===== src/rtl/pipeline_ctrl.sv =====
// Run-control and hazard unit for a 5-stage in-order pipeline without forwarding.
// Owns the HALTED/RUN/STEP/DRAIN FSM, the EX/MEM/WB writer scoreboard and the stall/flush counters.
module pipeline_ctrl #(
   parameter int RA_W  = 5,
   parameter int CNT_W = 16
) (
   input  logic             clk,
   input  logic             rst,
   input  logic             run_req,
   input  logic             halt_req,
   input  logic             step_req,
   input  logic             id_valid,
   input  logic [RA_W-1:0]  id_rs1,
   input  logic [RA_W-1:0]  id_rs2,
   input  logic             id_use_rs1,
   input  logic             id_use_rs2,
   input  logic [RA_W-1:0]  id_rd,
   input  logic             id_rd_wr,
   input  logic             ex_branch_taken,
   output logic             fe_advance,
   output logic             be_advance,
   output logic             id_ex_bubble,
   output logic             if_id_flush,
   output logic             pc_inc,
   output logic             pc_load,
   output logic             running,
   output logic [CNT_W-1:0] stall_cnt,
   output logic [CNT_W-1:0] flush_cnt
);

   typedef enum logic [1:0] {HALTED, RUN, STEP, DRAIN} state_t;

   state_t state, state_nxt;

   logic            vld_p0, vld_p1, vld_p2;
   logic [RA_W-1:0] rd_p0, rd_p1, rd_p2;

   logic wr_p0, wr_p1, wr_p2;
   logic hit_rs1, hit_rs2, hazard, sb_empty;
   logic stall_evt, flush_evt;

   function automatic logic [CNT_W-1:0] sat_inc(input logic [CNT_W-1:0] c);
      return (&c) ? c : c + {{(CNT_W-1){1'b0}}, 1'b1};
   endfunction

   // Writes to x0 are architecturally discarded, so they never create a hazard.
   assign wr_p0 = vld_p0 & (rd_p0 != '0);
   assign wr_p1 = vld_p1 & (rd_p1 != '0);
   assign wr_p2 = vld_p2 & (rd_p2 != '0);

   assign hit_rs1 = id_use_rs1 & (id_rs1 != '0) &
                    ((wr_p0 & (rd_p0 == id_rs1)) |
                     (wr_p1 & (rd_p1 == id_rs1)) |
                     (wr_p2 & (rd_p2 == id_rs1)));
   assign hit_rs2 = id_use_rs2 & (id_rs2 != '0) &
                    ((wr_p0 & (rd_p0 == id_rs2)) |
                     (wr_p1 & (rd_p1 == id_rs2)) |
                     (wr_p2 & (rd_p2 == id_rs2)));
   assign hazard   = id_valid & (hit_rs1 | hit_rs2);
   assign sb_empty = ~(vld_p0 | vld_p1 | vld_p2);

   always_ff @(posedge clk or negedge rst) begin
      if (!rst) begin
         state <= HALTED;
      end else begin
         state <= state_nxt;
      end
   end

   always_comb begin
      state_nxt    = state;
      fe_advance   = 1'b0;
      be_advance   = 1'b0;
      id_ex_bubble = 1'b0;
      if_id_flush  = 1'b0;
      pc_load      = 1'b0;
      stall_evt    = 1'b0;
      flush_evt    = 1'b0;
      case (state)
         HALTED: begin
            if (halt_req)      state_nxt = HALTED;
            else if (run_req)  state_nxt = RUN;
            else if (step_req) state_nxt = STEP;
         end
         RUN, STEP: begin
            // A taken branch squashes the ID instruction, so any hazard it had is moot.
            if (ex_branch_taken) begin
               fe_advance   = 1'b1;
               be_advance   = 1'b1;
               id_ex_bubble = 1'b1;
               if_id_flush  = 1'b1;
               pc_load      = 1'b1;
               flush_evt    = 1'b1;
            end else if (hazard) begin
               be_advance   = 1'b1;
               id_ex_bubble = 1'b1;
               stall_evt    = 1'b1;
            end else begin
               fe_advance   = 1'b1;
               be_advance   = 1'b1;
            end
            if (halt_req) begin
               state_nxt = DRAIN;
            end else if (state == STEP && (ex_branch_taken || (id_valid && !hazard))) begin
               state_nxt = DRAIN;
            end
         end
         DRAIN: begin
            be_advance   = 1'b1;
            id_ex_bubble = 1'b1;
            if (ex_branch_taken) begin
               if_id_flush = 1'b1;
               pc_load     = 1'b1;
            end
            if (sb_empty) state_nxt = HALTED;
         end
         default: state_nxt = HALTED;
      endcase
   end

   assign pc_inc  = fe_advance & ~pc_load;
   assign running = (state == RUN) || (state == STEP);

   // Scoreboard stage boundary: ID/EX -> EX/MEM -> MEM/WB
   always_ff @(posedge clk or negedge rst) begin
      if (!rst) begin
         vld_p0 <= 1'b0;
         vld_p1 <= 1'b0;
         vld_p2 <= 1'b0;
      end else if (be_advance) begin
         vld_p0 <= id_valid & id_rd_wr & ~id_ex_bubble;
         vld_p1 <= vld_p0;
         vld_p2 <= vld_p1;
      end
   end

   always_ff @(posedge clk) begin
      if (be_advance) begin
         rd_p0 <= id_rd;
         rd_p1 <= rd_p0;
         rd_p2 <= rd_p1;
      end
   end

   always_ff @(posedge clk or negedge rst) begin
      if (!rst) begin
         stall_cnt <= '0;
         flush_cnt <= '0;
      end else begin
         if (stall_evt) stall_cnt <= sat_inc(stall_cnt);
         if (flush_evt) flush_cnt <= sat_inc(flush_cnt);
      end
   end

endmodule


===== config.mk =====
export PLATFORM = sky130hd
export DESIGN_NAME = pipeline_ctrl
export DESIGN_NICKNAME = d
export VERILOG_FILES = /design/src/rtl/pipeline_ctrl.sv
export SDC_FILE = /design/constraint.sdc
export NUM_CORES = 1
export LEC_CHECK = 0
export CAP_MARGIN = 20
export CORE_UTILIZATION = 54
export DETAILED_ROUTE_END_ITERATION = 7
export PLACE_DENSITY = 0.82
export SLEW_MARGIN = 20
export SYNTH_ARGS = -nofsm -noshare
export SYNTH_HDL_FRONTEND = slang
export SYNTH_SLANG_ARGS = --single-unit

===== constraint.sdc =====
create_clock -name clk -period 5.6 [get_ports clk]
set_clock_uncertainty 0.2 [all_clocks]
set_input_delay 1.12 -clock clk [delete_from_list [all_inputs] [get_ports clk]]
set_output_delay 1.12 -clock clk [all_outputs]
set_load 0.1 [all_outputs]

# == Word level (Yosys, flattened, before mapping) ==
# Cells that the tools add are included.
# totals
register_bits,52
inputBits,25
out_inout_bits,39
wordCells,88
# op_classes
addsub,2
eq_ne,12
mux,19
n_bitwise,28
n_reduce_logical,18
# ops
operator,n
"16-bit by 1-bit adder with 16-bit output, second input constant",2
16-bit AND reduction,2
5-bit equality test,6
5-bit nonzero test,5
1-bit bitwise AND,17
2-bit 2-to-1 mux,6
1-bit 2-to-1 mux,11
1-bit OR,7
2-bit case mux with 3 select lines,1
"2-bit equality test, second input constant",2
"4-bit != test, second input constant",1
1-bit inverter,4
2-bit AND reduction,2
"3-bit != test, second input constant",1
3-bit AND reduction,1
3-bit OR reduction,1
"2-bit by 1-bit equality test with 1-bit output, second input constant",1
1-bit logical AND,2
2-bit zero test,1
1-bit logical OR,2
"2-bit != test, second input constant",1
1-bit case mux with 2 select lines,1
2-bit OR reduction,1
1-bit zero test,1

# == Longest topological paths before layout ==
# Gate-level depths: netlist of run 1.
# logic_depth
ltp_word,15
ltp_mapped,9
ltp_nobuf,8

# == Least setup slack after synthesis of run 1 ==
# Ideal clock, no wire load.
# synth_timing
kind,input-to-output
startpoint,input id_rs2[1]
endpoint,output pc_inc
t_arrival_ps,4283
t_required_ps,4280
setup_slack_ps,-3
cell_stages,6
path_buffers,0
cell_sequence,or4_1 -> o21ai_0 -> nor2_1 -> o31ai_1 -> and3_1 -> nor2b_1
# synth_between
elab_chain_len,11
elab_cells_between_ends,17
classes_between,eq/ne: 3; mux: 3; bitwise: 10; reduce/logical: 1
# synth_lines
element,line,source
from (decl),14,"input logic [RA_W-1:0] id_rs2,"
5-bit equality test (on tied branches),"56, 57",
1-bit bitwise AND (on tied branches),"56, 57",
1-bit OR,56,((wr_p0 & (rd_p0 == id_rs2)) |
1-bit OR,57,(wr_p1 & (rd_p1 == id_rs2)) |
1-bit bitwise AND *,55,assign hit_rs2 = id_use_rs2 & (id_rs2 != '0) &
1-bit OR *,59,assign hazard = id_valid & (hit_rs1 | hit_rs2);
1-bit bitwise AND *,59,
1-bit 2-to-1 mux *,94,end else if (hazard) begin
1-bit 2-to-1 mux *,87,if (ex_branch_taken) begin
1-bit 2-to-1 mux *,79,case (state)
via fe_advance,20,"output logic fe_advance,"
1-bit bitwise AND *,121,assign pc_inc = fe_advance & ~pc_load;
to (decl),24,"output logic pc_inc,"
# Mark *: on every way through the listed nets, which the timed path passes. The rest lies on a longest branch.

# == Final worst setup path of run 1 ==
# layout_timing
startpoint,input id_rs1[1]
endpoint,output pc_inc
# layout_between
elab_chain_len,11
elab_cells_between_ends,17
classes_between,eq/ne: 3; mux: 3; bitwise: 10; reduce/logical: 1
# layout_lines
element,line,source
from (decl),13,"input logic [RA_W-1:0] id_rs1,"
5-bit equality test (on tied branches),"52, 53",
1-bit bitwise AND (on tied branches),"52, 53",
1-bit OR,52,((wr_p0 & (rd_p0 == id_rs1)) |
1-bit OR,53,(wr_p1 & (rd_p1 == id_rs1)) |
1-bit bitwise AND *,51,assign hit_rs1 = id_use_rs1 & (id_rs1 != '0) &
1-bit OR *,59,
1-bit bitwise AND *,59,
1-bit 2-to-1 mux *,94,
1-bit 2-to-1 mux *,87,
1-bit 2-to-1 mux *,79,
1-bit bitwise AND *,121,
# Every way passes the cells marked *; elsewhere a longest branch is shown, timed or not.

==> results.py, run 1 <==
metrics = {
    "setup_path": {
        "critPathLaunchType": "input port",
        "critPathCaptureType": "output port",
        "reg2regPathDepth": 6,
        "cp_max_fo": 4,
        "rr_endpoint": "stall_cnt[1]$_DFFE_PN0P_",
        "r2r_start": "rd_p0[4]$_DFFE_PN_",
        "cp_data_required_time_ns": 4.28,
        "worstSetupPathType": "in2out",
        "r2r_slack_ns": 2.72,
        "worstPathArrival_ns": 3.46,
    },
    "die": {
        "core_area_sq_mm": 0.00482,
        "fp.dieArea_sq_mm": 0.00538,
        "initial_core_util_pct": 57.0,
        "die_h_um": 73.3,
        "die_w_um": 73.3,
        "rows": 25,
        "io_pins": 64,
    },
    "drt": {
        "drc": 0,
        "wire_per_inst_um": 16.2,
        "vias": 2063,
        "drt_iter0_drc": 192,
        "drt-total-wl_um": 6080,
        "via_per_inst": 5.50,
        "drtPass1Iterations": 4,
        "ant_nets": 0,
    },
    "synthesis": {
        "ys_types": 43,
        "avgSynthCellArea_sq_um": 11.4,
        "ys_top_cells_by_count": "42 x xnor2_1, 37 x dfrtp_1, 18 x xor2_1, 15 x edfxtp_1, 15 x nand2_1",
        "ys_seq_area_share_pct": 50.1,
        "ys_async_sr_fraction_pct": 71.2,
        "synth_enable_flop_cells": 15,
        "synth_top_area_share_pct": 33.7,
        "postSynthCellCount": 241,
        "synth_most_common_cell": "xnor2_1",
        "synth.area.top_cells": "dfrtp_1 34%, edfxtp_1 16%, xnor2_1 13%",
        "ys_seq_elements": 52,
        "synthesis.area_sq_mm": 0.00275,
        "synth_flop_cell": "dfrtp_1",
        "yosysWarningCount": 0,
        "syn-num-nets": 272,
        "yosysTopAreaCell": "dfrtp_1",
    },
    "power_and_ir_drop": {
        "p_int_mw": 0.929,
        "p_leak_nw": 1.42,
        "p_sw_share_pct": 48.2,
        "p_comb_share_pct": 49.4,
        "p_clk_share_pct": 15.7,
        "ir_worst_vdd_mv": 0.336,
        "power.density_mw_per_mm2": 505,
        "net-switching-power_mw": 0.865,
        "p_seq_share_pct": 34.9,
    },
    "clocking": {
        "cts_tree": "done",
        "cts_setup_buffers": 0,
        "worstSkewPairLatency_ns": 0.30,
        "ctsHoldBuffers": 0,
        "cts_sinks": 52,
        "cts_buffer_depth": 2,
        "cts.clk_slew.worst_paths_ns": 0.09,
        "cts_resized": 0,
        "cts_root_buf": "clkbuf_8",
        "htreeDepth": 2,
        "cts_buffers": 5,
    },
    "timing": {
        "max_slew_margin_pct": 33.1,
        "max_freq_mhz": 209,
        "fin_crit_ns": 4.78,
        "timing.final.crit_share_pct": 85.4,
        "worstMarginPinSlew_ns": 1.00,
        "slew_violations": 0,
        "rsz0062_at_grt": "false",
        "hold_viol_final": 0,
        "fin_tns_setup_ns": 0,
        "setup_viol": 0,
    },
    "placement": {
        "port-buffer-count": 63,
        "routabilityCongestion": 0.983,
        "hpwl_um": 4510,
        "dp.cells": 367,
        "placed_area_sq_mm": 0.00342,
    },
    "min_path": {
        "hp-class": "reg2reg",
        "holdPathEnd": "flush_cnt[12]$_DFFE_PN0P_",
        "hp-start": "flush_cnt[12]$_DFFE_PN0P_",
        "holdPathStages": 1,
    },
    "global_routing": {
        "grt_overflow_total": 0,
        "grt_pass1_wl_um": 9860,
        "grt_pass1_vias": 2044,
        "grt_max_degree": 38,
        "track_usage_pct": 24.6,
        "antenna_found_initial": 0,
    },
    "cells_and_area": {
        "finalNetCount": 338,
        "final_cells": 375,
        "area_growth_pct": 29.2,
        "drive_above_1_share_pct": 10.4,
        "fin_area_sq_mm": 0.00355,
        "fin_util_pct": 73.7,
        "diodes": 0,
    },
    "job": {
        "max_cap_viol_count": 0,
    },
    "outcome": {
        "status": "finished clean",
    },
}
stage by stage:
| stage | setup WS [ns] | hold WS [ns] | total power, mW |
|---|---|---|---|
| 5_1_grt | 0.674 | 0.329 | 1.87 |
| 3_3_place_gp | 0.841 | 0.281 | 1.51 |
| 3_5_place_dp | 0.850 | 0.281 | 1.52 |
| 4_1_cts | 0.839 | 0.295 | 1.80 |
| 2_1_floorplan | 0.0874 | 0.305 | 1.29 |
| 6_report | 0.816 | 0.289 | 1.79 |
registers in the layout, summed over array words and instances (netlist names):
signal     cells
stall_cnt     16
vld_p0         1
rd_p1          5
vld_p1         1
vld_p2         1
state          2
rd_p0          5
rd_p2          5
flush_cnt     16
critical path: stages:
cell and delay [ns]:
clkdlybuf4s50_1 0.50, or4_1 0.56, o21ai_0 0.31, nor2_1 0.10, o31ai_1 0.14, and3_2 0.26
nor2b_1 0.17, buf_4 0.31
power groups by stage:
stage          sequential, mW  clock [mW]  combinational, mW
2_1_floorplan           0.765           0              0.526
3_3_place_gp            0.630           0              0.875
3_5_place_dp            0.632           0              0.884
4_1_cts                 0.624       0.285              0.890
5_1_grt                 0.643       0.300              0.931
6_report                0.626       0.282              0.886
cells in the final DEF (no fill, tap or decap), drive strengths merged:
master,n
and2b,1
a21oi,2
inv,3
a31oi,1
o21ai,7
nor4b,1
ha,6
and2,2
xor2,18
nand3b,2
a221o,1
edfxtp,15
bufinv,1
nor2,9
nor3b,1
a211oi,1
nand2b,2
mux2i,1
nand4,12
mux2,5
or3,1
or4,5
nor4,8
xnor2,42
o31a,1
buf,7
nor3,4
clkdlybuf4s50,57
and3,8
o31ai,2
nand2,16
o22ai,1
nor2b,3
dfrtp,37
clkbuf,7
and4,1
nand3,17
area by class of cell:
type,count,area (sq um)
sequential,52,1380
multi-input combinational,181,1330
fill,367,1270
timing repair buffer,64,621
clock buffer,7,97.6
tap,67,83.8
clock inverter,1,30.0
inverter,3,11.3
how the worst max path moves through the flow:
stage          slack [ns]  depth (start not counted)            to      start
6_report             0.82                          8        pc_inc  id_rs1[1]
5_1_grt              0.67                          8        pc_inc  id_rs1[1]
4_1_cts              0.84                          8        pc_inc  id_rs1[1]
3_5_place_dp         0.85                          8        pc_inc  id_rs1[1]
3_3_place_gp         0.84                          8        pc_inc  id_rs1[2]
2_1_floorplan        0.09                          7  id_ex_bubble  id_rs1[0]
layer usage:
layer | track usage (%) | vias up | wire [um]
li1 | - | 993 | -
met4 | 6.62 | 0 | 55
met5 | 0 | - | 0
met3 | 5.49 | 6 | 304
met1 | 33.6 | 1008 | 2770
met2 | 39.8 | 56 | 2950
logic make-up (layout without fill, tap and decap cells):
| group | count (synthesis) | in the layout | share of synthesized area [%] |
|---|---|---|---|
| AND/OR/NAND/NOR | 93 | 93 | 19.9 |
| AO/OA/AOI/OAI | 16 | 16 | 4.23 |
| adder cells (fa/ha/maj) | 6 | 6 | 2.73 |
| XOR/XNOR | 60 | 60 | 19.1 |
| multiplexers | 6 | 6 | 2.41 |
| buffers and inverters | 8 | 75 | 1.55 |
| flip-flops | 52 | 52 | 50.1 |
Note: power is estimated with default switching activity, not from simulation.
==> run 2, diff against run 1 <==
--- a/config.mk
+++ b/config.mk
@@ -5,10 +5,11 @@
 export SDC_FILE = /design/constraint.sdc
 export NUM_CORES = 1
 export LEC_CHECK = 0
+export ABC_AREA = 0
 export CAP_MARGIN = 20
-export CORE_UTILIZATION = 54
+export CORE_UTILIZATION = 45
 export DETAILED_ROUTE_END_ITERATION = 7
-export PLACE_DENSITY = 0.82
+export PLACE_DENSITY = 0.7
 export SLEW_MARGIN = 20
 export SYNTH_ARGS = -nofsm -noshare
 export SYNTH_HDL_FRONTEND = slang
==> run 2 against run 1 <==
Compared with the run above:
- worst setup slack gained 0.011 ns
- largest cell class unchanged
- clock-buffer cell count did not move
- cell area up 0.28%
- largest power group unchanged
==> results.py, run 2 (synthesis gave the netlist of run 1 again) <==
metrics = {
    "setup_path": {
        "cp_data_required_time_ns": 4.28,
        "slowest_delay_ns": 0.62,
        "worstPathArrival_ns": 3.45,
        "worst-path-buf-inv": 2,
        "critical_path.top_delay_family": "buffers and inverters",
        "worstSetupPathType": "in2out",
        "cp_max_fo": 4,
        "critPathCaptureType": "output port",
        "cp_slowest_cell": "clkdlybuf4s50_1",
        "critPathLaunchType": "input port",
        "crit_chain": "clkdlybuf4s50_1, xnor2_1, nand3_1, nor4_1, nor3_1, o22ai_1, nand2_1, a211oi_1, buf_4",
    },
    "die": {
        "die_h_um": 80.1,
        "rows": 28,
        "core_area_sq_mm": 0.00592,
        "die_w_um": 80.1,
        "io_pins": 64,
        "initial_core_util_pct": 46.4,
        "fp.dieArea_sq_mm": 0.00642,
    },
    "clocking": {
        "cts_setup_buffers": 0,
        "htreeDepth": 2,
        "cts_root_buf": "clkbuf_8",
        "cts_buffer_depth": 2,
        "cts.clk_slew.worst_paths_ns": 0.09,
        "cts_buffers": 5,
        "cts_tree": "done",
        "cts_sinks": 52,
        "ctsHoldBuffers": 0,
        "cts_resized": 0,
        "worstSkewPairLatency_ns": 0.30,
    },
    "min_path": {
        "hp-class": "reg2reg",
    },
    "timing": {
        "hold_viol_final": 0,
        "rsz0062_at_grt": "false",
        "hold_ws_ns": 0.298,
        "fin_tns_setup_ns": 0,
        "max_freq_mhz": 210,
        "max_slew_margin_pct": 33.6,
        "timing.final.crit_share_pct": 85.2,
        "setup_viol": 0,
        "slew_violations": 0,
        "fin_crit_ns": 4.77,
        "setup_slack_ns": 0.827,
        "worstMarginPinSlew_ns": 0.993,
    },
    "placement": {
        "hpwl_um": 4590,
        "port-buffer-count": 63,
        "post-place-ws_ns": 0.861,
        "routabilityCongestion": 0.849,
        "dp.cells": 375,
    },
    "cells_and_area": {
        "finalNetCount": 338,
        "final_cells": 383,
        "drive_above_1_share_pct": 10.4,
        "diodes": 0,
        "mostFrequentLayoutCell": "clkdlybuf4s50_1",
        "area_growth_pct": 29.6,
        "reg_top3": "flush_cnt x16, stall_cnt x16",
        "final_cell_mix": "57 x clkdlybuf4s50_1, 42 x xnor2_1, 37 x dfrtp_1, 18 x xor2_1",
    },
    "drt": {
        "wire_per_inst_um": 16.1,
        "drc": 0,
        "ant_nets": 0,
        "via_per_inst": 5.49,
        "vias": 2102,
        "drt-total-wl_um": 6170,
        "drt_iter0_drc": 208,
        "drtPass1Iterations": 4,
    },
    "power_and_ir_drop": {
        "ir_worst_vdd_mv": 0.667,
        "p_comb_share_pct": 49.2,
        "net-switching-power_mw": 0.861,
        "p_int_mw": 0.928,
        "p_clk_share_pct": 15.8,
        "p_leak_nw": 1.42,
        "p_sw_share_pct": 48.1,
        "p_seq_share_pct": 34.9,
        "power.density_mw_per_mm2": 503,
    },
    "outcome": {
        "status": "finished clean",
    },
    "job": {
        "max_cap_viol_count": 0,
    },
    "global_routing": {
        "grt_overflow_total": 0,
        "grt_pass1_wl_um": 10000,
        "antenna_found_initial": 0,
        "grt_max_degree": 38,
        "track_usage_pct": 20.5,
        "grt_pass1_vias": 1962,
    },
}
run 2: cell counts in the layout (fill, tap and decap cells not counted):
Identical to the previous run, type by type.
run 2: path summary, 6_finish.rpt:
path | start | to | slack, ns | cells after the start
worst max-delay path | id_rs1[4] | id_ex_bubble | 0.83 | 9
worst min-delay path | flush_cnt[14]$_DFFE_PN0P_ | flush_cnt[14]$_DFFE_PN0P_ | 0.30 | 1
worst max register to register | rd_p2[0]$_DFFE_PN_ | stall_cnt[1]$_DFFE_PN0P_ | 2.76 | 6
worst min register to register | flush_cnt[14]$_DFFE_PN0P_ | flush_cnt[14]$_DFFE_PN0P_ | 0.30 | 1
max in group asynchronous | rst | flush_cnt[6]$_DFFE_PN0P_ | 3.97 | 1
min in group asynchronous | rst | flush_cnt[14]$_DFFE_PN0P_ | 0.71 | 1
run 2: area by class of cell:
type                            instances  area (sq um)
Sequential cell                        52          1380
Timing Repair Buffer                   64           621
Fill cell                             498          2360
Multi-Input combinational cell        181          1330
Tap cell                               75          93.8
Clock inverter                          1          30.0
Inverter                                3          11.3
Clock buffer                            7          97.6
run 2: worst reg2reg max path: cells and delay by family (launching register included):
kind	cells	cell delay (ns)
multiplexers	1	0.42
AND/OR/NAND/NOR	2	0.55
flip-flops	1	0.46
XOR/XNOR	1	0.18
AO/OA/AOI/OAI	2	0.91
run 2: power by group through the flow:
stage | logic, mW | registers [mW] | clock network [mW]
3_3_place_gp | 0.879 | 0.630 | 0
6_report | 0.881 | 0.625 | 0.283
4_1_cts | 0.886 | 0.624 | 0.290
5_1_grt | 0.927 | 0.639 | 0.304
3_5_place_dp | 0.881 | 0.633 | 0
2_1_floorplan | 0.526 | 0.765 | 0
run 2: metal layers:
| metal | track usage (%) | wire, um |
|---|---|---|
| met5 | 0 | 0 |
| met4 | 6.96 | 104 |
| met3 | 3.30 | 215 |
| met2 | 30.3 | 2780 |
| met1 | 30.3 | 3060 |
run 2: stage by stage:
stage | cell area [sq um] | power (mW) | utilization, %
4_1_cts | 3560 | 1.80 | 60.1
2_1_floorplan | 2750 | 1.29 | -
3_5_place_dp | 3430 | 1.51 | 58.0
5_1_grt | 3560 | 1.87 | 60.1
3_3_place_gp | 3430 | 1.51 | 58.0
6_report | 3560 | 1.79 | 60.1
==> run 3, diff against run 2 <==
--- a/config.mk
+++ b/config.mk
@@ -10,7 +10,7 @@
 export CORE_UTILIZATION = 45
 export DETAILED_ROUTE_END_ITERATION = 7
 export PLACE_DENSITY = 0.7
-export SLEW_MARGIN = 20
+export SLEW_MARGIN = 0
 export SYNTH_ARGS = -nofsm -noshare
 export SYNTH_HDL_FRONTEND = slang
 export SYNTH_SLANG_ARGS = --single-unit
==> results of run 3 <==
The final DEF is identical to that of run 2; final timing and power are the same.
